**config.mk**
```make
export PLATFORM = sky130hd
export DESIGN_NAME = apb_master_bridge_flat
export DESIGN_NICKNAME = d
export VERILOG_FILES = /design/src/rtl/apb_master_bridge_if.sv /design/src/rtl/apb_master_bridge.sv /design/src/flat_wrapper.sv
export SDC_FILE = /design/constraint.sdc
export NUM_CORES = 1
export LEC_CHECK = 0
export CAP_MARGIN = 10
export CORE_MARGIN = 2
export CORE_UTILIZATION = 37
export CTS_BUF_LIST = sky130_fd_sc_hd__clkbuf_8 sky130_fd_sc_hd__clkbuf_16
export DETAILED_ROUTE_END_ITERATION = 16
export GPL_ROUTABILITY_DRIVEN = 0
export PLACE_DENSITY = 0.77
export SYNTH_ARGS = -nofsm -noshare
export SYNTH_HDL_FRONTEND = slang
export SYNTH_SLANG_ARGS = --single-unit
```
**constraint.sdc**
```tcl
create_clock -name PCLK -period 1.5 [get_ports PCLK]
set_input_delay 0.225 -clock PCLK [delete_from_list [all_inputs] [get_ports PCLK]]
set_output_delay 0.225 -clock PCLK [all_outputs]
set_load 0.05 [all_outputs]
```
**src/rtl/apb_master_bridge_if.sv**
```systemverilog
// Request/response and APB signal bundle for apb_master_bridge.
// The master modport is the bridge's view; slave is the surrounding requester and APB target.
interface apb_master_bridge_if #(
    parameter int ADDR_W = 32,
    parameter int DATA_W = 32
);
    logic              req_valid;
    logic              req_ready;
    logic              req_write;
    logic [ADDR_W-1:0] req_addr;
    logic [DATA_W-1:0] req_wdata;
    logic              rsp_valid;
    logic [DATA_W-1:0] rsp_rdata;
    logic              rsp_err;
    logic [ADDR_W-1:0] PADDR;
    logic [DATA_W-1:0] PWDATA;
    logic [DATA_W-1:0] PRDATA;
    logic              PSELx;
    logic              PENABLE;
    logic              PWRITE;
    logic              PREADY;

    modport master (
        input  req_valid, req_write, req_addr, req_wdata, PRDATA, PREADY,
        output req_ready, rsp_valid, rsp_rdata, rsp_err,
               PADDR, PWDATA, PSELx, PENABLE, PWRITE
    );

    modport slave (
        output req_valid, req_write, req_addr, req_wdata, PRDATA, PREADY,
        input  req_ready, rsp_valid, rsp_rdata, rsp_err,
               PADDR, PWDATA, PSELx, PENABLE, PWRITE
    );
endinterface

```
**src/rtl/apb_master_bridge.sv**
```systemverilog
// Valid/ready request port to APB SETUP/ACCESS transfers with a one-cycle response pulse.
// Optional ACCESS wait-state timeout enabled by defining APB_MASTER_TIMEOUT_EN.
module apb_master_bridge #(
    parameter int ADDR_W         = 32,
    parameter int DATA_W         = 32,
    parameter int TIMEOUT_CYCLES = 255,
    parameter int TO_W           = 8
) (
    input  logic                 PCLK,
    input  logic                 PRESETn,
    apb_master_bridge_if.master  bus
);

    typedef enum logic [1:0] {IDLE, SETUP, ACCESS} state_t;

    state_t state_q, state_d;
    logic   accept;
    logic   done;
    logic   abort;

    generate
        if (TO_W < $clog2(TIMEOUT_CYCLES + 1)) begin : g_to_w_chk
            $error("TO_W too narrow for TIMEOUT_CYCLES");
        end
    endgenerate

`ifdef APB_MASTER_TIMEOUT_EN
    logic [TO_W-1:0] to_cnt;
    logic            rsp_err_q;
    localparam logic [TO_W-1:0] TO_LAST = TO_W'(TIMEOUT_CYCLES - 1);
`endif

    // Bus controls decode straight from state so an async reset drops PSELx/PENABLE at once.
    always_comb begin
        state_d       = state_q;
        accept        = 1'b0;
        done          = 1'b0;
        abort         = 1'b0;
        bus.req_ready = 1'b0;
        bus.PSELx     = 1'b0;
        bus.PENABLE   = 1'b0;
        case (state_q)
            IDLE: begin
                bus.req_ready = 1'b1;
                if (bus.req_valid) begin
                    accept  = 1'b1;
                    state_d = SETUP;
                end
            end
            SETUP: begin
                bus.PSELx = 1'b1;
                state_d   = ACCESS;
            end
            ACCESS: begin
                bus.PSELx   = 1'b1;
                bus.PENABLE = 1'b1;
                if (bus.PREADY) begin
                    done    = 1'b1;
                    state_d = IDLE;
                end
`ifdef APB_MASTER_TIMEOUT_EN
                else if (to_cnt == TO_LAST) begin
                    abort   = 1'b1;
                    state_d = IDLE;
                end
`endif
            end
            default: state_d = IDLE;
        endcase
    end

    always_ff @(posedge PCLK or negedge PRESETn) begin
        if (!PRESETn) begin
            state_q       <= IDLE;
            bus.PADDR     <= {ADDR_W{1'b0}};
            bus.PWDATA    <= {DATA_W{1'b0}};
            bus.PWRITE    <= 1'b0;
            bus.rsp_valid <= 1'b0;
            bus.rsp_rdata <= {DATA_W{1'b0}};
        end else begin
            state_q       <= state_d;
            bus.rsp_valid <= done | abort;
            if (accept) begin
                bus.PADDR  <= bus.req_addr;
                bus.PWDATA <= bus.req_wdata;
                bus.PWRITE <= bus.req_write;
            end
            if (done) begin
                bus.rsp_rdata <= bus.PWRITE ? {DATA_W{1'b0}} : bus.PRDATA;
            end else if (abort) begin
                bus.rsp_rdata <= {DATA_W{1'b0}};
            end
        end
    end

`ifdef APB_MASTER_TIMEOUT_EN
    // Counter is cleared in SETUP so it starts at zero on the first ACCESS cycle.
    always_ff @(posedge PCLK or negedge PRESETn) begin
        if (!PRESETn) begin
            to_cnt    <= {TO_W{1'b0}};
            rsp_err_q <= 1'b0;
        end else begin
            if (state_q == SETUP) begin
                to_cnt <= {TO_W{1'b0}};
            end else if (state_q == ACCESS && !bus.PREADY) begin
                to_cnt <= to_cnt + 1'b1;
            end
            if (done | abort) begin
                rsp_err_q <= abort;
            end
        end
    end

    assign bus.rsp_err = rsp_err_q;
`else
    assign bus.rsp_err = 1'b0;
`endif

endmodule

```
**src/flat_wrapper.sv**
```systemverilog
// flat-port wrapper written by rule: the top's interface ports become plain ports
module apb_master_bridge_flat 
#(
    parameter int ADDR_W         = 32,
    parameter int DATA_W         = 32,
    parameter int TIMEOUT_CYCLES = 255,
    parameter int TO_W           = 8
)
  (PCLK, PRESETn, bus_req_valid, bus_req_write, bus_req_addr, bus_req_wdata, bus_PRDATA, bus_PREADY, bus_req_ready, bus_rsp_valid, bus_rsp_rdata, bus_rsp_err, bus_PADDR, bus_PWDATA, bus_PSELx, bus_PENABLE, bus_PWRITE);
  apb_master_bridge_if #(.ADDR_W(ADDR_W), .DATA_W(DATA_W)) bus_i ();
  input  logic PCLK;
  input  logic PRESETn;
  input wire logic [$bits(bus_i.req_valid)-1:0] bus_req_valid;
  input wire logic [$bits(bus_i.req_write)-1:0] bus_req_write;
  input wire logic [$bits(bus_i.req_addr)-1:0] bus_req_addr;
  input wire logic [$bits(bus_i.req_wdata)-1:0] bus_req_wdata;
  input wire logic [$bits(bus_i.PRDATA)-1:0] bus_PRDATA;
  input wire logic [$bits(bus_i.PREADY)-1:0] bus_PREADY;
  output wire logic [$bits(bus_i.req_ready)-1:0] bus_req_ready;
  output wire logic [$bits(bus_i.rsp_valid)-1:0] bus_rsp_valid;
  output wire logic [$bits(bus_i.rsp_rdata)-1:0] bus_rsp_rdata;
  output wire logic [$bits(bus_i.rsp_err)-1:0] bus_rsp_err;
  output wire logic [$bits(bus_i.PADDR)-1:0] bus_PADDR;
  output wire logic [$bits(bus_i.PWDATA)-1:0] bus_PWDATA;
  output wire logic [$bits(bus_i.PSELx)-1:0] bus_PSELx;
  output wire logic [$bits(bus_i.PENABLE)-1:0] bus_PENABLE;
  output wire logic [$bits(bus_i.PWRITE)-1:0] bus_PWRITE;
  assign bus_i.req_valid = bus_req_valid;
  assign bus_i.req_write = bus_req_write;
  assign bus_i.req_addr = bus_req_addr;
  assign bus_i.req_wdata = bus_req_wdata;
  assign bus_i.PRDATA = bus_PRDATA;
  assign bus_i.PREADY = bus_PREADY;
  assign bus_req_ready = bus_i.req_ready;
  assign bus_rsp_valid = bus_i.rsp_valid;
  assign bus_rsp_rdata = bus_i.rsp_rdata;
  assign bus_rsp_err = bus_i.rsp_err;
  assign bus_PADDR = bus_i.PADDR;
  assign bus_PWDATA = bus_i.PWDATA;
  assign bus_PSELx = bus_i.PSELx;
  assign bus_PENABLE = bus_i.PENABLE;
  assign bus_PWRITE = bus_i.PWRITE;
  apb_master_bridge #(.ADDR_W(ADDR_W), .DATA_W(DATA_W), .TIMEOUT_CYCLES(TIMEOUT_CYCLES), .TO_W(TO_W)) u_core (.PCLK(PCLK), .PRESETn(PRESETn), .bus(bus_i));
endmodule
```
Yosys cells after proc, flatten, opt, wreduce, memory -nomap -nowiden
Index checks and enable logic that the tools add are counted.
- register bits after elaboration: 100
- bits of input ports: 101
- output and inout port bits: 102
- word-level logic and storage cells: 24
- equal/unequal tests: 4
- mux-type cells: 11
- reduce and logical (&&, ||, !) cells: 3
- operators by type and width (operator ; count):
    2-to-1 mux 32 bit ; 1
    2-to-1 mux 1 bit ; 7
    case mux 2 bit (3 select lines) ; 1
    2-to-1 mux 2 bit ; 2
    != test 2 bit, second input constant ; 2
    == test 2 x 1 -> 1 bit, second input constant ; 1
    == test 2 bit, second input constant ; 1
    zero test 2 bit ; 1
    AND reduction 2 bit ; 1
    OR reduction 2 bit ; 1

Depth between registers and ports, before layout
Gate-level depths: netlist of run 1.
- depth in word-level cells: 3
- mapped depth: 7
- mapped depth without buffers: 5

Least setup slack after synthesis of run 1
Ideal clock, no wire load.
- path kind: register -> register
- start: register u_core.state_q[0]
- end: register u_core.bus.PADDR[10] in the netlist's numbering
- library setup time: 125 ps
- data arrival time: 1702 ps
- data required time: 1375 ps
- setup slack: -327 ps
- cell stages (with the launch flop): 7
- path buffers: 2
- clock period less this slack: 1827 ps
- cells stage by stage: dfrtp_1 inv_1 ha_1 nand2_1 buf_6 buf_6 mux2_4
- cells in the longest elaborated chain, start to end: 2
- ends and longest elaborated chain (what ; line ; RTL):
    start, declared ; apb_master_bridge.sv:16 ; state_t state_q, state_d;
    start signal, assigned ; apb_master_bridge.sv:81 ; state_q <= state_d;
    zero test 2 bit ; apb_master_bridge.sv:42 ; case (state_q)
    2-to-1 mux 1 bit ; apb_master_bridge.sv:42 ;
    end signal, assigned ; apb_master_bridge.sv:75 ; bus.PADDR <= {ADDR_W{1'b0}};
    end signal, assigned ; apb_master_bridge.sv:84 ; bus.PADDR <= bus.req_addr;
    end, declared ; apb_master_bridge_if.sv:26 ; PADDR, PWDATA, PSELx, PENABLE, PWRITE
Every way passes these cells.
A chain may end at the register's enable or synchronous reset.

Worst setup path in the final report of run 1
- start: register u_core.state_q[0]
- end: register u_core.bus.PADDR[22] in the netlist's numbering
The elaborated chain is that of the path after synthesis.

==> qor.yml, run 1 <==
status:
  outcome: "finished, final reports clean"
worst_hold_path:
  min-delay-path-class: "in -> reg"
placement:
  placed_cells: 626
  hpwl_mm: 7.33
  io_buffers: 201
clocking:
  cts.sinks: 100
  cts_tree: "built"
  clkTransAtPathRegs_ps: 100
  clock_tree.root_cell: "clkbuf_8"
  cts_buffers: 9
  htree_num_levels: 3
  clock_latency_ps: 350
  clk_path_buf_depth: 2
sta:
  finalHoldViolations: 0
  tightest_slew_ps: 560
  tns_ps: 0
  setup_viol: 0
  maxClockFrequency_mhz: 676
  maxSlewHeadroom_pct: 62.7
  fin_skew_ps: 6.39
  final.period_utilization_pct: 98.6
  grt_setup_unrepaired: "true"
  period_needed_ps: 1480
  slew_violations: 0
layout:
  syn_to_final_growth_pct: 58.1
  layout-drive-gt1-share_pct: 40.6
  register_area_um2: 2500
  utilization_pct: 60.1
  nNetsFinal: 607
  multi_input_area_um2: 1540
  nFillCells: 882
  antenna_cells: 0
  layout.cells.non_filler: 647
  layout_common_cells: "clkdlybuf4s50_1 (99), dfrtp_1 (99), buf_4 (93)"
detailed_routing:
  drc_errors: 0
  first_iter_violations: 111
  met1_length_mm: 4.28
  wl_mm: 10.3
  vias_per_cell: 4.55
  ant_nets: 0
  wl_per_cell_um: 15.9
  top_layer: "met4"
  dr_wl_met2_mm: 4.95
  first_pass_iters: 4
  routed-wl-met3_um: 784
  num_vias: 2945
critical_path:
  critPathRequiredTime_ps: 1750
  crit_arrival_ps: 1730
  r2r_end: "u_core.bus.PADDR[22]"
  reg2regPathDepth: 5
  crit_type: "reg -> reg"
  startpoint: "u_core.state_q[0]"
  critPathCapture: "u_core.bus.PADDR[22]"
  worstSetupEndpointType: "flop"
  critPathMaxFanout: 9
  start_kind: "flop"
  worstReg2RegStart: "u_core.state_q[0]"
  r2r_slack_ps: 20
logic_synthesis:
  ys_seq_area_share_pct: 60.5
  synth_cell_types: 14
  ys_warn_count: 0
  synth-seq-cells: 100
  postSynthNetCount: 399
  syn_area_um2: 4140
  synth_area_per_cell_um2: 14.1
  syn_inst: 294
power_and_ir_drop:
  p_comb_share_pct: 63.3
  swShare_pct: 48.1
  internal_power_w: 0.00904
  power.leakage_nw: 3.14
  ir_drop_mv: 1.35
  p_per_area_nw_per_um2: 2660
  power.switching_w: 0.00838
  p_clk_share_pct: 9.1
  seq_power_share_pct: 27.7
floorplan:
  core_area_um2: 10900
  rows: 38
  io_pins: 203
  die_y_um: 110
  dieArea_um2: 12000
  start_util_pct: 38.0
  dieWidth_um: 110
job:
  maxCapViolations: 0
global_routing:
  antenna_found_initial: 0
  grt_pass1_vias: 2947
  grt-ovfl-total: 0
  track_usage_pct: 16.6
  grt_pass1_wl_mm: 15.3
  grt_max_degree: 101
registers in the layout, summed over array words and instances (netlist names):
signal,count
u_core.bus.PWDATA,32
u_core.bus.rsp_rdata,32
u_core.bus.PADDR,32
u_core.bus.PWRITE,1
u_core.state_q,2
u_core.bus.rsp_valid,1
critical path: stages, from the launching register on:
cell       delay [ps]
dfrtp_1           420
inv_2             120
ha_4              200
nand2_8           120
clkbuf_16         210
mux2_4            300
synth_stat cells, drive strengths merged:
library cell	n	area [um2]
clkbuf	5	18.8
o21ai	32	160
buf	13	105
o22ai	1	6.26
dfrtp	100	2500
mux2	67	942
inv	5	18.8
ha	4	50.1
conb	1	3.75
nand2	34	128
nand2b	32	200
repair_timing:
item | 4_1_cts | 5_1_grt
cloned | 0 | 3
endpoints found under the hold margin | 100 | 0
gates resized for setup | 0 | 5
hold buffers | 1 | 0
buffers inserted | 1 | 0
endpoints found under the setup margin | 1 | 35
how the worst min path moves through the flow:
stage	end	startpoint	slack [ps]	cells after the start
6_report	u_core.bus.rsp_rdata[31]	bus_PRDATA[31]	420	3
3_3_place_gp	u_core.bus.rsp_rdata[24]	PRESETn	320	2
2_1_floorplan	u_core.bus.PADDR[0]	PRESETn	-70	0
4_1_cts	u_core.bus.rsp_rdata[31]	bus_PRDATA[31]	390	3
5_1_grt	u_core.bus.rsp_rdata[4]	bus_PRDATA[4]	400	3
3_5_place_dp	u_core.bus.PWDATA[6]	PRESETn	330	2
logic make-up after synthesis:
| family | after synthesis | share of synthesized area [%] |
|---|---|---|
| other | 1 | 0.0907 |
| and+or+nand+nor | 66 | 7.93 |
| DFF | 100 | 60.5 |
| AOI/OAI and AO/OA | 33 | 4.02 |
| muxes | 67 | 22.8 |
| adders and majority gates | 4 | 1.21 |
| buffers and inverters | 23 | 3.45 |
through the flow:
| step | hold WS (ps) | setup slack, ps | cell area, um2 | total power (W) |
|---|---|---|---|---|
| floorplan | -70.6 | -19.8 | 4160 | 0.0121 |
| global placement | 322 | -39.8 | 6260 | 0.0156 |
| detailed placement | 333 | -62.9 | 6260 | 0.0158 |
| CTS | 394 | -0.977 | 6450 | 0.0174 |
| global route | 403 | -39.0 | 6540 | 0.0182 |
| finish | 418 | 20.4 | 6540 | 0.0174 |
power by group through the flow:
| stage | sequential [W] | clock (W) | combinational (W) |
|---|---|---|---|
| floorplan | 0.00918 | 0 | 0.00290 |
| global placement | 0.00482 | 0 | 0.0107 |
| detailed placement | 0.00485 | 0 | 0.0109 |
| CTS | 0.00483 | 0.00164 | 0.0109 |
| global route | 0.00499 | 0.00174 | 0.0115 |
| finish | 0.00482 | 0.00158 | 0.0110 |
per-layer routing:
metal | up-vias | global-route usage [%]
met5 | - | 0
met4 | 0 | 8.05
met3 | 19 | 4.39
met2 | 124 | 26.4
met1 | 1413 | 21.1
li1 | 1389 | -
final cells by class:
cell class | instances | area share, %
Multi-Input combinational cell | 171 | 23.6
Sequential cell | 100 | 38.3
Clock inverter | 6 | 0.612
Inverter | 5 | 0.287
Timing Repair Buffer | 215 | 32.5
Clock buffer | 10 | 2.10
Tap cell | 140 | 2.68
Power figures use the tool's default switching activity.
==> run 2, diff against run 1 <==
--- a/config.mk
+++ b/config.mk
@@ -11,6 +11,7 @@
 export CTS_BUF_LIST = sky130_fd_sc_hd__clkbuf_8 sky130_fd_sc_hd__clkbuf_16
 export DETAILED_ROUTE_END_ITERATION = 16
 export GPL_ROUTABILITY_DRIVEN = 0
+export MAX_ROUTING_LAYER = met4
 export PLACE_DENSITY = 0.77
 export SYNTH_ARGS = -nofsm -noshare
 export SYNTH_HDL_FRONTEND = slang
==> run 2 against run 1 <==
Utilization stayed put. Design area stayed put. Critical path depth shrank 2. Critical path type is now reg -> out. Routed wire length down 0.15%.
==> qor.yml, run 2 (synthesis gave the netlist of run 1 again) <==
sta:
  maxSlewHeadroom_pct: 60.3  # was 62.7%
  period_needed_ps: 1480  # about the same
  grt_setup_unrepaired: "true"  # unchanged
  fin_skew_ps: 5.76  # was 6.39 ps
  tns_ps: 0  # unchanged
  final.period_utilization_pct: 98.6  # about the same
  tightest_slew_ps: 595  # was 560 ps
  slew_violations: 0  # unchanged
  maxClockFrequency_mhz: 676  # about the same
  setup_viol: 0  # unchanged
  finalHoldViolations: 0  # unchanged
clocking:
  cts.sinks: 100  # unchanged
  clkTransAtPathRegs_ps: 90  # was 100 ps
  clk_path_buf_depth: 2  # unchanged
  cts_tree: "built"  # unchanged
  clock_tree.root_cell: "clkbuf_8"  # unchanged
  cts_buffers: 9  # unchanged
  htree_num_levels: 3  # unchanged
  clock_latency_ps: 360  # was 350 ps
global_routing:
  grt-ovfl-total: 0  # unchanged
  grt_pass1_wl_mm: 15.2  # was 15.3 mm
  antenna_found_initial: 0  # unchanged
  grt_max_degree: 101  # unchanged
  track_usage_pct: 17.1  # was 16.6%
  grt_pass1_vias: 2956  # was 2947
layout:
  syn_to_final_growth_pct: 58.1  # unchanged
  top_regs: "u_core.bus.PADDR (32), u_core.bus.PWDATA (32), u_core.bus.rsp_rdata (32)"  # unchanged
  layout_common_cells: "clkdlybuf4s50_1 (99), dfrtp_1 (99), buf_4 (93)"  # unchanged
  postLayoutCellArea_um2: 6540  # unchanged
  layout-drive-gt1-share_pct: 40.6  # unchanged
  nNetsFinal: 607  # unchanged
  antenna_cells: 0  # unchanged
power_and_ir_drop:
  power_w: 0.0174  # about the same
  power.leakage_nw: 3.14  # unchanged
  swShare_pct: 48.1  # about the same
  ir_drop_mv: 1.35  # about the same
  internal_power_w: 0.00904  # about the same
  p_comb_share_pct: 63.2  # was 63.3%
  p_per_area_nw_per_um2: 2660  # about the same
  power.switching_w: 0.00838  # about the same
  seq_power_share_pct: 27.7  # about the same
  p_clk_share_pct: 9.1  # about the same
floorplan:
  start_util_pct: 38.0  # unchanged
  rows: 38  # unchanged
  io_pins: 203  # unchanged
  dieWidth_um: 110  # unchanged
  die_y_um: 110  # unchanged
  core_area_um2: 10900  # unchanged
  dieArea_um2: 12000  # unchanged
detailed_routing:
  first_iter_violations: 114  # was 111
  ant_nets: 0  # unchanged
  drc_errors: 0  # unchanged
  wl_mm: 10.3  # about the same
  first_pass_iters: 4  # unchanged
  num_vias: 2919  # was 2945
  wl_per_cell_um: 15.9  # about the same
  vias_per_cell: 4.51  # was 4.55
status:
  outcome: "finished, final reports clean"  # unchanged
critical_path:
  reg2regPathDepth: 5  # unchanged
  r2r_end: "u_core.bus.PADDR[22]"  # unchanged
  crit_arrival_ps: 1250  # was 1730 ps
  max_stage_delay_ps: 420  # about the same
  worstPathCellList: "inv_2 -> ha_4 -> buf_12"  # was inv_2 -> ha_4 -> nand2_8 -> clkbuf_16 -> mux2_4
  crit_slowest_cell: "dfrtp_1"  # unchanged
  critPathRequiredTime_ps: 1270  # was 1750 ps
  crit_type: "reg -> out"  # was reg -> reg
  worstSetupEndpointType: "primary output"  # was flop
  start_kind: "flop"  # unchanged
  r2r_slack_ps: 30  # was 20 ps
  worstReg2RegStart: "u_core.state_q[0]"  # unchanged
  critPathMaxFanout: 3  # was 9
placement:
  hpwl_mm: 7.33  # unchanged
  io_buffers: 201  # unchanged
  dpl_cell_area_um2: 6260  # unchanged
worst_hold_path:
  min-delay-path-class: "in -> async"  # was in -> reg
job:
  maxCapViolations: 0  # unchanged
## run 2: worst max-delay path, delay by kind of cell, from the launching register on
| kind | cells | cell delay (ps) |
|---|---|---|
| flip-flops | 1 | 420 |
| buffers and inverters | 2 | 260 |
| adder cells (fa/ha/maj) | 1 | 210 |
## run 2: through the flow
step                      hold slack (ps)  instances  util, %  setup slack (ps)
after floorplan                     -70.6        294        -             -19.8
after global placement                322        626     57.5             -39.8
after CTS                             394        644     59.3            -0.977
after global routing                  403        647     60.1             -36.1
final                                 400        647     60.1              21.1
after detailed placement              333        626     57.5             -62.9
## run 2: worst max-delay path by stage
stage / slack [ps] / depth (start not counted) / startpoint / end
floorplan: -20 / 6 / u_core.state_q[1] / u_core.bus.PADDR[10]
CTS: -1 / 3 / u_core.state_q[0] / bus_PSELx
global placement: -40 / 4 / bus_req_valid / u_core.bus.PWDATA[22]
global route: -40 / 3 / u_core.state_q[0] / bus_PSELx
finish: 20 / 3 / u_core.state_q[0] / bus_PSELx
detailed placement: -60 / 4 / bus_req_valid / u_core.bus.PWDATA[22]
## run 2: power groups by stage
stage / combinational (W) / sequential, W / clock [W]
3_3_place_gp: 0.0107 / 0.00482 / 0
3_5_place_dp: 0.0109 / 0.00485 / 0
2_1_floorplan: 0.00290 / 0.00918 / 0
6_report: 0.0110 / 0.00482 / 0.00159
5_1_grt: 0.0115 / 0.00499 / 0.00174
4_1_cts: 0.0109 / 0.00483 / 0.00164
## run 2: cell type report
cell class	count	area [um2]
clock buffers	10	138
clock inverters	6	40.0
fillers	883	4350
inverters	5	18.8
multi-input cells	171	1540
flip-flops and latches	100	2500
well taps	140	175
repair buffers	215	2120
## run 2: repair_timing
| action | in CTS | in global routing |
|---|---|---|
| gates resized for setup | 0 | 5 |
| buffers inserted | 1 | 0 |
| setup endpoints to repair | 1 | 33 |
| endpoints found under the hold margin | 100 | 0 |
| hold buffers | 1 | 0 |
| gates cloned | 0 | 3 |
## run 2: per-layer routing
metal	GRT usage, %	part of all wire, %	wire length [um]
met2	26.2	48	4940
met5	-	0	0
met4	8.32	2.8	284
met1	21.6	42	4330
met3	3.50	6.9	705
